File: config.mk
export PLATFORM = sky130hd
export DESIGN_NAME = trng_conditioner
export DESIGN_NICKNAME = d
export VERILOG_FILES = /design/src/rtl/trng_pkg.sv /design/src/rtl/trng_fifo.sv /design/src/rtl/trng_conditioner.sv
export SDC_FILE = /design/constraint.sdc
export NUM_CORES = 1
export LEC_CHECK = 0
export CORE_ASPECT_RATIO = 1.5
export CORE_UTILIZATION = 45
export DETAILED_ROUTE_END_ITERATION = 8
export DONT_BUFFER_PORTS = 1
export PLACE_DENSITY_LB_ADDON = 0.1
export SETUP_SLACK_MARGIN = 0.2
export SLEW_MARGIN = 20
export SYNTH_ARGS = -nofsm -noshare
export SYNTH_HDL_FRONTEND = slang
export SYNTH_SLANG_ARGS = --single-unit
export TNS_END_PERCENT = 1
File: constraint.sdc
create_clock -name clk -period 4.7 [get_ports clk]
set_input_delay 0.47 -clock clk [delete_from_list [all_inputs] [get_ports clk]]
set_output_delay 0.47 -clock clk [all_outputs]
set_load 0.02 [all_outputs]
File: src/rtl/trng_pkg.sv
// Shared types and constants for the TRNG post-processing slice.
// The level-width helper keeps FIFO and top port widths in agreement.
package trng_pkg;

    localparam int TRNG_BYTE_W = 8;

    typedef enum logic {
        PAIR_EMPTY = 1'b0,
        PAIR_FIRST = 1'b1
    } pair_state_e;

    function automatic int trng_level_w(input int depth);
        return $clog2(depth) + 1;
    endfunction

endpackage

File: src/rtl/trng_fifo.sv
// Synchronous show-ahead FIFO: rdata is the head entry whenever empty is low.
// A push into a full FIFO is accepted only when a pop frees a slot on the same edge.
module trng_fifo #(
    parameter int DEPTH  = 8,
    parameter int DATA_W = 8,
    localparam int PTR_W = $clog2(DEPTH),
    localparam int LVL_W = PTR_W + 1
) (
    input  logic              clk,
    input  logic              resetn,
    input  logic              push,
    input  logic [DATA_W-1:0] wdata,
    input  logic              pop,
    output logic [DATA_W-1:0] rdata,
    output logic              full,
    output logic              empty,
    output logic [LVL_W-1:0]  level
);

    logic [DATA_W-1:0] mem_q [DEPTH];
    logic [PTR_W-1:0]  wr_ptr_q, wr_ptr_d;
    logic [PTR_W-1:0]  rd_ptr_q, rd_ptr_d;
    logic [LVL_W-1:0]  level_q, level_d;
    logic              push_ok;
    logic              pop_ok;

    always_comb begin
        full     = (level_q == LVL_W'(DEPTH));
        empty    = (level_q == '0);
        pop_ok   = pop && !empty;
        push_ok  = push && (!full || pop_ok);
        wr_ptr_d = wr_ptr_q;
        rd_ptr_d = rd_ptr_q;
        level_d  = level_q;
        if (push_ok) begin
            wr_ptr_d = wr_ptr_q + PTR_W'(1);
        end
        if (pop_ok) begin
            rd_ptr_d = rd_ptr_q + PTR_W'(1);
        end
        if (push_ok && !pop_ok) begin
            level_d = level_q + LVL_W'(1);
        end else if (pop_ok && !push_ok) begin
            level_d = level_q - LVL_W'(1);
        end
        rdata = mem_q[rd_ptr_q];
        level = level_q;
    end

    always_ff @(posedge clk) begin
        if (!resetn) begin
            wr_ptr_q <= '0;
            rd_ptr_q <= '0;
            level_q  <= '0;
        end else begin
            wr_ptr_q <= wr_ptr_d;
            rd_ptr_q <= rd_ptr_d;
            level_q  <= level_d;
        end
    end

    always_ff @(posedge clk) begin
        if (push_ok) begin
            mem_q[wr_ptr_q] <= wdata;
        end
    end

endmodule

File: src/rtl/trng_conditioner.sv
// TRNG conditioner: repetition-count health test on the raw stream, von Neumann
// debiasing, LSB-first byte packing and a show-ahead output FIFO with sticky flags.
module trng_conditioner
    import trng_pkg::*;
#(
    parameter int FIFO_DEPTH = 8,
    parameter int RCT_LIMIT  = 32,
    parameter int ENABLE_VN  = 1
) (
    input  logic                                  clk,
    input  logic                                  resetn,
    input  logic                                  raw_bit,
    input  logic                                  raw_valid,
    output logic [TRNG_BYTE_W-1:0]                dout,
    output logic                                  dout_valid,
    input  logic                                  dout_ready,
    input  logic                                  clear_alarm,
    output logic                                  rct_alarm,
    output logic                                  overflow,
    output logic [trng_level_w(FIFO_DEPTH)-1:0]   fifo_level
);

    localparam int RCT_W = $clog2(RCT_LIMIT + 1);
    localparam int PK_W  = $clog2(TRNG_BYTE_W);

    logic                   rct_seen_q, rct_seen_d;
    logic                   rct_prev_q, rct_prev_d;
    logic [RCT_W-1:0]       rct_cnt_q, rct_cnt_d;
    logic                   rct_hit;
    pair_state_e            pair_q, pair_d;
    logic                   first_q, first_d;
    logic                   emit_vld, emit_bit;
    logic [PK_W-1:0]        pk_cnt_q, pk_cnt_d;
    logic [TRNG_BYTE_W-1:0] shreg_q, shreg_d;
    logic [TRNG_BYTE_W-1:0] hold_q, hold_d;
    logic                   pend_q, pend_d;
    logic                   alarm_q, alarm_d;
    logic                   ovf_q, ovf_d;
    logic                   fifo_full, fifo_empty, pop;
    logic [TRNG_BYTE_W-1:0] fifo_rdata;

    trng_fifo #(
        .DEPTH  (FIFO_DEPTH),
        .DATA_W (TRNG_BYTE_W)
    ) u_fifo (
        .clk    (clk),
        .resetn (resetn),
        .push   (pend_q),
        .wdata  (hold_q),
        .pop    (pop),
        .rdata  (fifo_rdata),
        .full   (fifo_full),
        .empty  (fifo_empty),
        .level  (fifo_level)
    );

    always_comb begin
        rct_seen_d = rct_seen_q;
        rct_prev_d = rct_prev_q;
        rct_cnt_d  = rct_cnt_q;
        rct_hit    = 1'b0;
        if (raw_valid) begin
            rct_seen_d = 1'b1;
            rct_prev_d = raw_bit;
            if (!rct_seen_q || (raw_bit != rct_prev_q)) begin
                rct_cnt_d = RCT_W'(1);
            end else if (rct_cnt_q != RCT_W'(RCT_LIMIT)) begin
                rct_cnt_d = rct_cnt_q + RCT_W'(1);
            end
            rct_hit = (rct_cnt_d == RCT_W'(RCT_LIMIT));
        end

        // Pair stage is frozen empty while the health alarm stands.
        pair_d   = pair_q;
        first_d  = first_q;
        emit_vld = 1'b0;
        emit_bit = 1'b0;
        if (alarm_q) begin
            pair_d = PAIR_EMPTY;
        end else if (raw_valid) begin
            if (ENABLE_VN == 0) begin
                emit_vld = 1'b1;
                emit_bit = raw_bit;
            end else if (pair_q == PAIR_EMPTY) begin
                first_d = raw_bit;
                pair_d  = PAIR_FIRST;
            end else begin
                pair_d = PAIR_EMPTY;
                if (raw_bit != first_q) begin
                    emit_vld = 1'b1;
                    emit_bit = first_q;
                end
            end
        end

        pk_cnt_d = pk_cnt_q;
        shreg_d  = shreg_q;
        hold_d   = hold_q;
        pend_d   = 1'b0;
        if (alarm_q) begin
            pk_cnt_d = '0;
        end else if (emit_vld) begin
            shreg_d[pk_cnt_q] = emit_bit;
            if (pk_cnt_q == PK_W'(TRNG_BYTE_W - 1)) begin
                hold_d   = shreg_d;
                pend_d   = 1'b1;
                pk_cnt_d = '0;
            end else begin
                pk_cnt_d = pk_cnt_q + PK_W'(1);
            end
        end

        // A set event on the same edge as clear_alarm keeps the flag high.
        dout_valid = !fifo_empty;
        dout       = dout_valid ? fifo_rdata : '0;
        pop        = dout_valid && dout_ready;
        alarm_d    = rct_hit || (alarm_q && !clear_alarm);
        ovf_d      = (pend_q && fifo_full && !pop) || (ovf_q && !clear_alarm);
        rct_alarm  = alarm_q;
        overflow   = ovf_q;
    end

    always_ff @(posedge clk) begin
        if (!resetn) begin
            rct_seen_q <= 1'b0;
            rct_cnt_q  <= '0;
            pair_q     <= PAIR_EMPTY;
            pk_cnt_q   <= '0;
            pend_q     <= 1'b0;
            alarm_q    <= 1'b0;
            ovf_q      <= 1'b0;
        end else begin
            rct_seen_q <= rct_seen_d;
            rct_cnt_q  <= rct_cnt_d;
            pair_q     <= pair_d;
            pk_cnt_q   <= pk_cnt_d;
            pend_q     <= pend_d;
            alarm_q    <= alarm_d;
            ovf_q      <= ovf_d;
        end
    end

    always_ff @(posedge clk) begin
        rct_prev_q <= rct_prev_d;
        first_q    <= first_d;
        shreg_q    <= shreg_d;
        hold_q     <= hold_d;
    end

endmodule

==> results of run 1 <==
==> final timing paths <==
kind,slack (ns),to,from
max,2.00,u_fifo.level[3],u_fifo.level[0]
min,0.22,rct_prev_q,raw_bit
max reg2reg,2.00,u_fifo.level[3],u_fifo.level[0]
min reg2reg,0.49,u_fifo.rd_ptr_q[1],u_fifo.rd_ptr_q[1]
==> cell usage in the layout, fill, tap and decap left out, types with 2 or more instances in the layout <==
master and count:
edfxtp_1 82, nor2_1 29, dfxtp_1 27, mux4_2 16, nand2_1 16, mux2i_1 14
ha_1 10, clkbuf_16 9, nor3_1 8, mux2_2 8, and2_1 8, nand3_1 7
xnor2_1 7, inv_1 6, a21oi_1 6, nor2b_1 5, o21a_1 4, nand2b_1 4
o21ai_0 4, bufinv_16 3, nand3b_1 2, or2b_2 2, a21boi_0 2, o2bb2ai_1 2
and3_1 2, nand4_1 2, buf_4 2
==> cell families after synthesis <==
family          after synthesis  synth area share
mux                          38             0.127
buf+inv                      20            0.0196
fa+ha+maj                    11            0.0312
xor+xnor                      8            0.0151
simple gates                 95             0.113
flops                       109             0.645
compound gates               29            0.0492
==> power breakdown <==
part | leakage (nW) | switching, mW | internal (mW)
combinational | 0.579 | 0.0274 | 0.0200
clock | 0.166 | 0.336 | 0.524
sequential | 0.924 | 0.00698 | 1.03
==> registers in the layout (all words and copies together) (netlist names), 3 cells and up, named ones only <==
name,count
shreg_q,8
u_fifo.mem_q,64
pk_cnt_q,3
hold_q,8
u_fifo.level,4
u_fifo.rd_ptr_q,3
rct_cnt_q,6
u_fifo.wr_ptr_q,3
==> layer usage <==
| metal | up-vias | global-route usage | wire, um |
|---|---|---|---|
| li1 | 1157 | - | - |
| met5 | - | 0 | 0 |
| met3 | 18 | 0.0228 | 179 |
| met1 | 1211 | 0.176 | 3180 |
| met2 | 41 | 0.289 | 4360 |
| met4 | 0 | 0.0997 | 265 |
==> through the flow <==
| stage | worst slack, ns | area (um2) | cells | utilization |
|---|---|---|---|---|
| after floorplan | 2.22 | 4650 | 310 | - |
| after global placement | 2.03 | 4750 | 416 | 0.472 |
| after detailed placement | 1.98 | 4750 | 416 | 0.472 |
| after CTS | 1.96 | 5100 | 432 | 0.506 |
| after global routing | 1.83 | 5100 | 432 | 0.507 |
| final | 2.00 | 5100 | 432 | 0.507 |
==> area by class of cell <==
cell class / instances / area share
clock inverters: 7 / 0.0238
repair buffers: 2 / 0.00294
flip-flops and latches: 109 / 0.588
inverters: 7 / 0.00564
clock buffers: 9 / 0.0441
well taps: 117 / 0.0287
multi-input cells: 181 / 0.307
==> reports/results.ini, run 1 <==
[sta]
report.final.hold_viol_count = 0
worstMarginPinSlew_ns = 0.969
fin_hold_ws_ns = 0.219
slew_headroom = 0.352
rsz0062_at_grt = no
fin_setup_tns_ns = 0
drv_slew = 0
finalSetupViolCount = 0
period_minus_slack_ns = 2.70
skew_ns = 0.00644
fin_crit_sh = 0.575
timing.fmax_mhz = 370

[pwr]
totalPowerFinal_mw = 1.94
max-vdd-ir-drop_mv = 0.264
p_leak_nw = 1.67
p_per_area_nw_per_um2 = 381

[critical_path]
r2r_cells = 11
end_kind = register
critPathTopFamily = simple AND/OR/NAND/NOR gates
arrival_ns = 2.98
worst-path-stages = 11
cp.buffers_inverters = 2
critical-path-max-stage-delay_ns = 0.49
cp_max_fo = 9
crit_type = reg2reg
slowest_stage = or3_4
startpoint_type = register
cp_cell_sequence = or3_4, nor2_8, inv_4, nand2_4, ha_1, inv_1, ha_1, a21o_1, a21oi_1, mux2i_1, mux2i_1
cp.required_ns = 4.97

[clock_tree]
holdBufCountCts = 0
cts.sinks = 109
clkTransAtPathRegs_ns = 0.07
cts-root-buf = clkbuf_16
cts_tree = built
cts_buffer_depth = 2
clock_latency_ns = 0.34
cts_setup_buffers = 0
htree_levels = 3
cts_inserted_buffers = 9
post_cts_resized = 0

[outcome]
status = finished, final reports clean

[synthesis]
synth.cell_area_um2 = 4650
avgSynthCellArea_um2 = 15.0
netlist.area_leader.share = 0.529
ys_seq_area_frac = 0.645
synth_top_area_cell = edfxtp_1
synth_nets = 327
synth.distinct_cells = 51
synthFlopType = edfxtp_1
synth.top_cells.by_count = 82 x edfxtp_1, 29 x nor2_1, 27 x dfxtp_1
synth_area_leaders = edfxtp_1 53%, dfxtp_1 12%, mux4_2 7.7%
yosysWarnings = 0
syn_inst = 310
synth_enable_flop_cells = 82
async_flop_share = 0
ys_ff_latch = 109
yosysMostFrequentCell = edfxtp_1

[finish]
nets = 327
regArea_um2 = 3000
fill_cells = 861
multi_input_area_um2 = 1570
areaGrowthSynthToFinish_pct = 9.68
diodes = 0
drive_gt1_frac = 0.171

[route]
drt_first_pass_iters = 4
antenna_left = 0
routed_wl_um = 7980
drt_iter0_drc = 102
post_drt_wl_per_cell_um = 18.5
routed_via_density = 5.62
via_count = 2427
drc_errors = 0

[global_route]
grt_max_degree = 26
grt_antenna_before_repair = 0
grt_pass1_wl_um = 12700
grt_pass1_vias = 2480
grt_overflow = 0
grt_use_total = 0.160

[floorplan]
die_y_um = 127
pin_count = 21
std_cell_rows = 45
die_area_um2 = 10800
start_util = 0.462
die_w_um = 85.0
core_area_um2 = 10100

[worst_hold_path]
whs_path_depth = 0
hold_class = in2reg

[run]
drv_cap = 0

[placement]
hpwl_um = 5450
port_buffers = 0
gp_congestion = 0.755

Power figures use the tool's default switching activity.
==> inputs of run 2 (changes only) <==
==> constraint.sdc (replaced) <==
create_clock -name clk -period 2.2 [get_ports clk]
set_input_delay 0.22 -clock clk [delete_from_list [all_inputs] [get_ports clk]]
set_output_delay 0.22 -clock clk [all_outputs]
set_load 0.02 [all_outputs]
==> run 2 against run 1 <==
Sequential power rose by 110%. Cell count rose by 4.4%. Die area did not move. Hold slack got worse by 0.21 ns. Register-to-register slack worse by 2.0 ns. Final area increased by 3.6%. Critical endpoint unchanged. Largest cell class unchanged.
==> reports/results.ini, run 2 (same netlist as run 1, synthesis figures left out) <==
[critical_path]
r2r_setup_slack_ns = 0.01
startpoint_type = register
cp.required_ns = 2.48
arrival_ns = 2.46
timing.rr.start = u_fifo.level[1]
r2r-end = u_fifo.level[3]
cp_max_fo = 4
crit_type = reg2reg
r2r_cells = 9
startpoint = u_fifo.level[1]
end_kind = register

[outcome]
status = finished, final reports clean

[worst_hold_path]
hp-start = resetn
min_to = u_fifo.level[1]
whs_path_depth = 1
hold_class = in2reg

[clock_tree]
cts_setup_buffers = 0
htree_levels = 3
cts_buffer_depth = 2
clkTransAtPathRegs_ns = 0.07
cts-root-buf = clkbuf_16
clock_latency_ns = 0.35
cts.sinks = 109
cts_tree = built
cts_inserted_buffers = 9

[global_route]
grt_antenna_before_repair = 0
grt_max_degree = 18
grt_pass1_wl_um = 13600
grt_pass1_vias = 2590
grt_overflow = 0
grt_use_total = 0.174

[placement]
port_buffers = 0
gp_congestion = 0.788
hpwl_um = 5650
dp.cells = 432
dp_slack_ns = -0.0501

[sta]
timing.fmax_mhz = 457
drv_slew = 0
finalSetupViolCount = 0
report.final.hold_viol_count = 0
skew_ns = 0.00576
worstMarginPinSlew_ns = 0.613
fin_hold_ws_ns = 0.0127
period_minus_slack_ns = 2.19
rsz0062_at_grt = yes
fin_crit_sh = 0.994
slew_headroom = 0.591
final.setup.worst_slack_ns = 0.0138

[route]
drt_iter0_drc = 95
via_count = 2503
drc_errors = 0
antenna_left = 0
routed_via_density = 5.55
drt_first_pass_iters = 4
post_drt_wl_per_cell_um = 18.7
routed_wl_um = 8440

[floorplan]
std_cell_rows = 45
core_area_um2 = 10100
die_y_um = 127
die_w_um = 85.0
pin_count = 21
start_util = 0.462
die_area_um2 = 10800

[finish]
drive_gt1_frac = 0.260
largest-register = u_fifo.mem_q
areaGrowthSynthToFinish_pct = 13.6
diodes = 0
reg_top3 = u_fifo.mem_q x64, hold_q x8, shreg_q x8
final_common_cell = edfxtp_1
nets = 346
largest_reg_flops = 64
fin_cells = 451
final_cell_mix = 82 x edfxtp_1, 22 x dfxtp_1, 21 x nor2_1

[pwr]
p_leak_nw = 1.75
p_per_area_nw_per_um2 = 745
max-vdd-ir-drop_mv = 0.412

[run]
drv_cap = 0

run 2: changes by cell type in the layout (fill, tap and decap cells not counted), moves of 3 or more:
cell / previous run / this run
dfxtp_1: 27 / 22
buf_4: 2 / 17
nor2_2: 0 / 8
dfxtp_2: 0 / 3
dlygate4sd3_1: 0 / 3
nor2_1: 29 / 21
run 2: worst max path at each step:
stage / end / slack (ns)
3_3_place_gp: u_fifo.level[3] / -0.008
3_5_place_dp: u_fifo.level[3] / -0.05
2_1_floorplan: u_fifo.level[3] / -0.03
6_report: u_fifo.level[3] / 0.01
4_1_cts: u_fifo.level[3] / 0.005
5_1_grt: u_fifo.level[3] / -0.13
run 2: timing repair:
action                                 in CTS  in global routing
cloned                                      0                  0
setup endpoints to repair                  51                 56
pin swaps                                   1                  0
endpoints found under the hold margin      13                  0
resized for setup                           2                 11
hold buffers                                3                  0
run 2: where the power goes:
| part | switching (mW) | total [mW] | internal [mW] |
|---|---|---|---|
| sequential | 0.0104 | 2.21 | 2.20 |
| combinational | 0.0700 | 0.126 | 0.0560 |
| clock | 0.719 | 1.61 | 0.889 |
run 2: metrics by stage:
step           TNS (ns)   util  area [um2]  power, mW
3_3_place_gp   -0.00806  0.489        4930       2.37
6_report              0  0.525        5290       3.94
3_5_place_dp    -0.0501  0.489        4930       2.37
4_1_cts               0  0.522        5260       3.97
5_1_grt          -0.138  0.525        5290       4.06
2_1_floorplan    -0.112      -        4700       2.35
run 2: layout make-up:
class                           instances  area, um2
Clock inverter                          5       58.8
Tap cell                              117        146
Multi-Input combinational cell        181       1620
Sequential cell                       109       3010
Clock buffer                           11        233
Fill cell                             838       4790
Timing Repair Buffer                   21        178
Inverter                                7       33.8
run 2: critical path, cell delays in order (launching register included):
cell and delay, ns:
dfxtp_4 0.34, or3_4 0.41, o21a_4 0.23, ha_4 0.17, inv_4 0.07, ha_4 0.19
a21o_1 0.16, a21oi_2 0.13, mux2i_1 0.22, mux2i_1 0.20
run 2: routing by layer:
metal / GRT usage / share of wire / vias to the layer above
li1: - / - / 1199
met1: 0.187 / 0.39 / 1247
met2: 0.322 / 0.56 / 44
met3: 0.0286 / 0.027 / 13
met4: 0.0947 / 0.025 / 0
met5: 0 / 0 / -
==> inputs of run 3 (changes only) <==
==> constraint.sdc (replaced) <==
create_clock -name clk -period 2.2 [get_ports clk]
set_input_delay 0.22 -clock clk [delete_from_list [all_inputs] [get_ports clk]]
set_output_delay 0.22 -clock clk [all_outputs]
set_load 0.005 [all_outputs]
==> run 3 against run 2 <==
Total power down 2.4%. Critical path depth unchanged. Register-to-register slack about the same. Clock skew up 0.0025 ns. Largest power group unchanged. First-iteration DRC count up 58%. Sequential cell count unchanged. Utilization down 0.30 points. Fmax down 0.25%. Critical path type unchanged. Die area unchanged. Global-route usage down 0.66 points. Cell count down 0.44%. Sequential power about the same.
==> reports/results.ini, run 3 (same netlist as run 1, synthesis figures left out) <==
[outcome]
status = finished, final reports clean

[finish]
final_common_cell = edfxtp_1
largest-register = u_fifo.mem_q
fin_cells = 449
drive_gt1_frac = 0.247
nets = 344
largest_reg_flops = 64
final_cell_mix = 82 x edfxtp_1, 23 x nor2_1, 23 x dfxtp_1
design_area_um2 = 5260
areaGrowthSynthToFinish_pct = 13.0
utilization = 0.522
diodes = 0
reg_top3 = u_fifo.mem_q x64, hold_q x8, shreg_q x8

[sta]
skew_ns = 0.00826
fin_crit_sh = 0.996
worstMarginPinSlew_ns = 0.618
period_minus_slack_ns = 2.19
report.final.hold_viol_count = 0
drv_slew = 0
slew_headroom = 0.588
rsz0062_at_grt = yes
finalSetupViolCount = 0
timing.fmax_mhz = 456
fin_setup_tns_ns = 0

[pwr]
seqPwrFrac = 0.575
p_switching_mw = 0.784
totalPowerFinal_mw = 3.84
power.internal_mw = 3.06
p_comb_frac = 0.029
p_leak_nw = 1.73
clkPwrFrac = 0.396
switching_share = 0.204
p_per_area_nw_per_um2 = 731
max-vdd-ir-drop_mv = 0.386

[floorplan]
start_util = 0.462
die_area_um2 = 10800
std_cell_rows = 45
die_w_um = 85.0
pin_count = 21
die_y_um = 127
core_area_um2 = 10100

[critical_path]
end_kind = register
cp.required_ns = 2.48
r2r-end = u_fifo.level[3]
r2r_setup_slack_ns = 0.008
arrival_ns = 2.47
crit_type = reg2reg
timing.rr.start = u_fifo.level[2]
cp_max_fo = 4
r2r_cells = 9
startpoint_type = register
startpoint = u_fifo.level[2]
endpoint = u_fifo.level[3]

[route]
routed_wl_um = 8160
via_count = 2473
antenna_left = 0
drt_iter0_drc = 150
post_drt_wl_per_cell_um = 18.2
routed_via_density = 5.51
drt_first_pass_iters = 6
drc_errors = 0

[global_route]
top_usage_layer = met2
grt_use_total = 0.168
grt_util_met2 = 0.307
grt_antenna_before_repair = 0
grt_pass1_wl_um = 13200
grt_pass1_vias = 2563
grt_max_degree = 19
use_met1 = 0.182
grt_overflow = 0
met3_usage = 0.0293

[placement]
hpwl_um = 5620
dp.cells = 429
dpl-instance-area_um2 = 4900
gp_congestion = 0.750
port_buffers = 0

[clock_tree]
htree_levels = 3
cts_buffer_depth = 2
cts_inserted_buffers = 9
clock_latency_ns = 0.35
cts-root-buf = clkbuf_16
cts.sinks = 109
cts_tree = built
clkTransAtPathRegs_ns = 0.07

[run]
drv_cap = 0

[worst_hold_path]
hold_class = in2reg

[run 3: cell count changes in the layout (fill, tap and decap cells not counted), moves of 2 or more]
cell	delta
buf_4	-3
clkinv_4	+2
dfxtp_4	-2
inv_6	-2
nor2_1	+2
nor2_2	-2
[run 3: through the flow]
step / worst slack (ns) / hold slack [ns]
floorplan: 0.00687 / 0.319
global route: -0.0640 / -0.00213
CTS: -0.0000810 / 0.00469
finish: 0.00837 / 0.00855
detailed placement: -0.0100 / 0.319
global placement: 0.0274 / 0.319
[run 3: final cells by class]
| cell class | instances | area (um2) |
|---|---|---|
| clock buffers | 12 | 246 |
| clock inverters | 4 | 33.8 |
| fillers | 841 | 4820 |
| inverters | 7 | 31.3 |
| multi-input cells | 181 | 1630 |
| flip-flops and latches | 109 | 3010 |
| well taps | 117 | 146 |
| repair buffers | 19 | 165 |
[run 3: metal layers]
layer	routed length (um)	vias up
met5	0	-
met4	212	0
met3	228	17
met2	4490	39
met1	3230	1224
li1	-	1193
[run 3: power groups by stage]
stage / registers, mW / clock network [mW] / logic, mW
2_1_floorplan: 2.25 / 0 / 0.0861
3_3_place_gp: 2.26 / 0 / 0.104
3_5_place_dp: 2.26 / 0 / 0.106
4_1_cts: 2.21 / 1.55 / 0.116
5_1_grt: 2.21 / 1.63 / 0.125
6_report: 2.21 / 1.52 / 0.113
[run 3: worst min path at each step]
stage                     cells after the start    start  slack (ns)    endpoint
after global routing                          1   resetn      -0.002    overflow
after CTS                                     1   resetn       0.005    overflow
after global placement                        0  raw_bit        0.32  rct_prev_q
final                                         1   resetn       0.009    overflow
after floorplan                               0  raw_bit        0.32     first_q
after detailed placement                      0  raw_bit        0.32  rct_prev_q
[run 3: worst max-delay path, stage by stage, from the launching register on]
cell and delay [ns]:
dfxtp_2 0.32, or3_4 0.42, o21a_4 0.23, ha_4 0.17
inv_4 0.07, ha_4 0.19, a21o_1 0.16, a21oi_2 0.13
mux2i_1 0.23, mux2i_1 0.19
[run 3: what timing repair did]
| item | CTS | global route |
|---|---|---|
| gates resized for setup | 3 | 7 |
| hold buffers | 4 | 0 |
| pin swaps | 3 | 2 |
| hold endpoints to repair | 13 | 0 |
| setup endpoints to repair | 58 | 44 |
| buffers inserted | 0 | 0 |
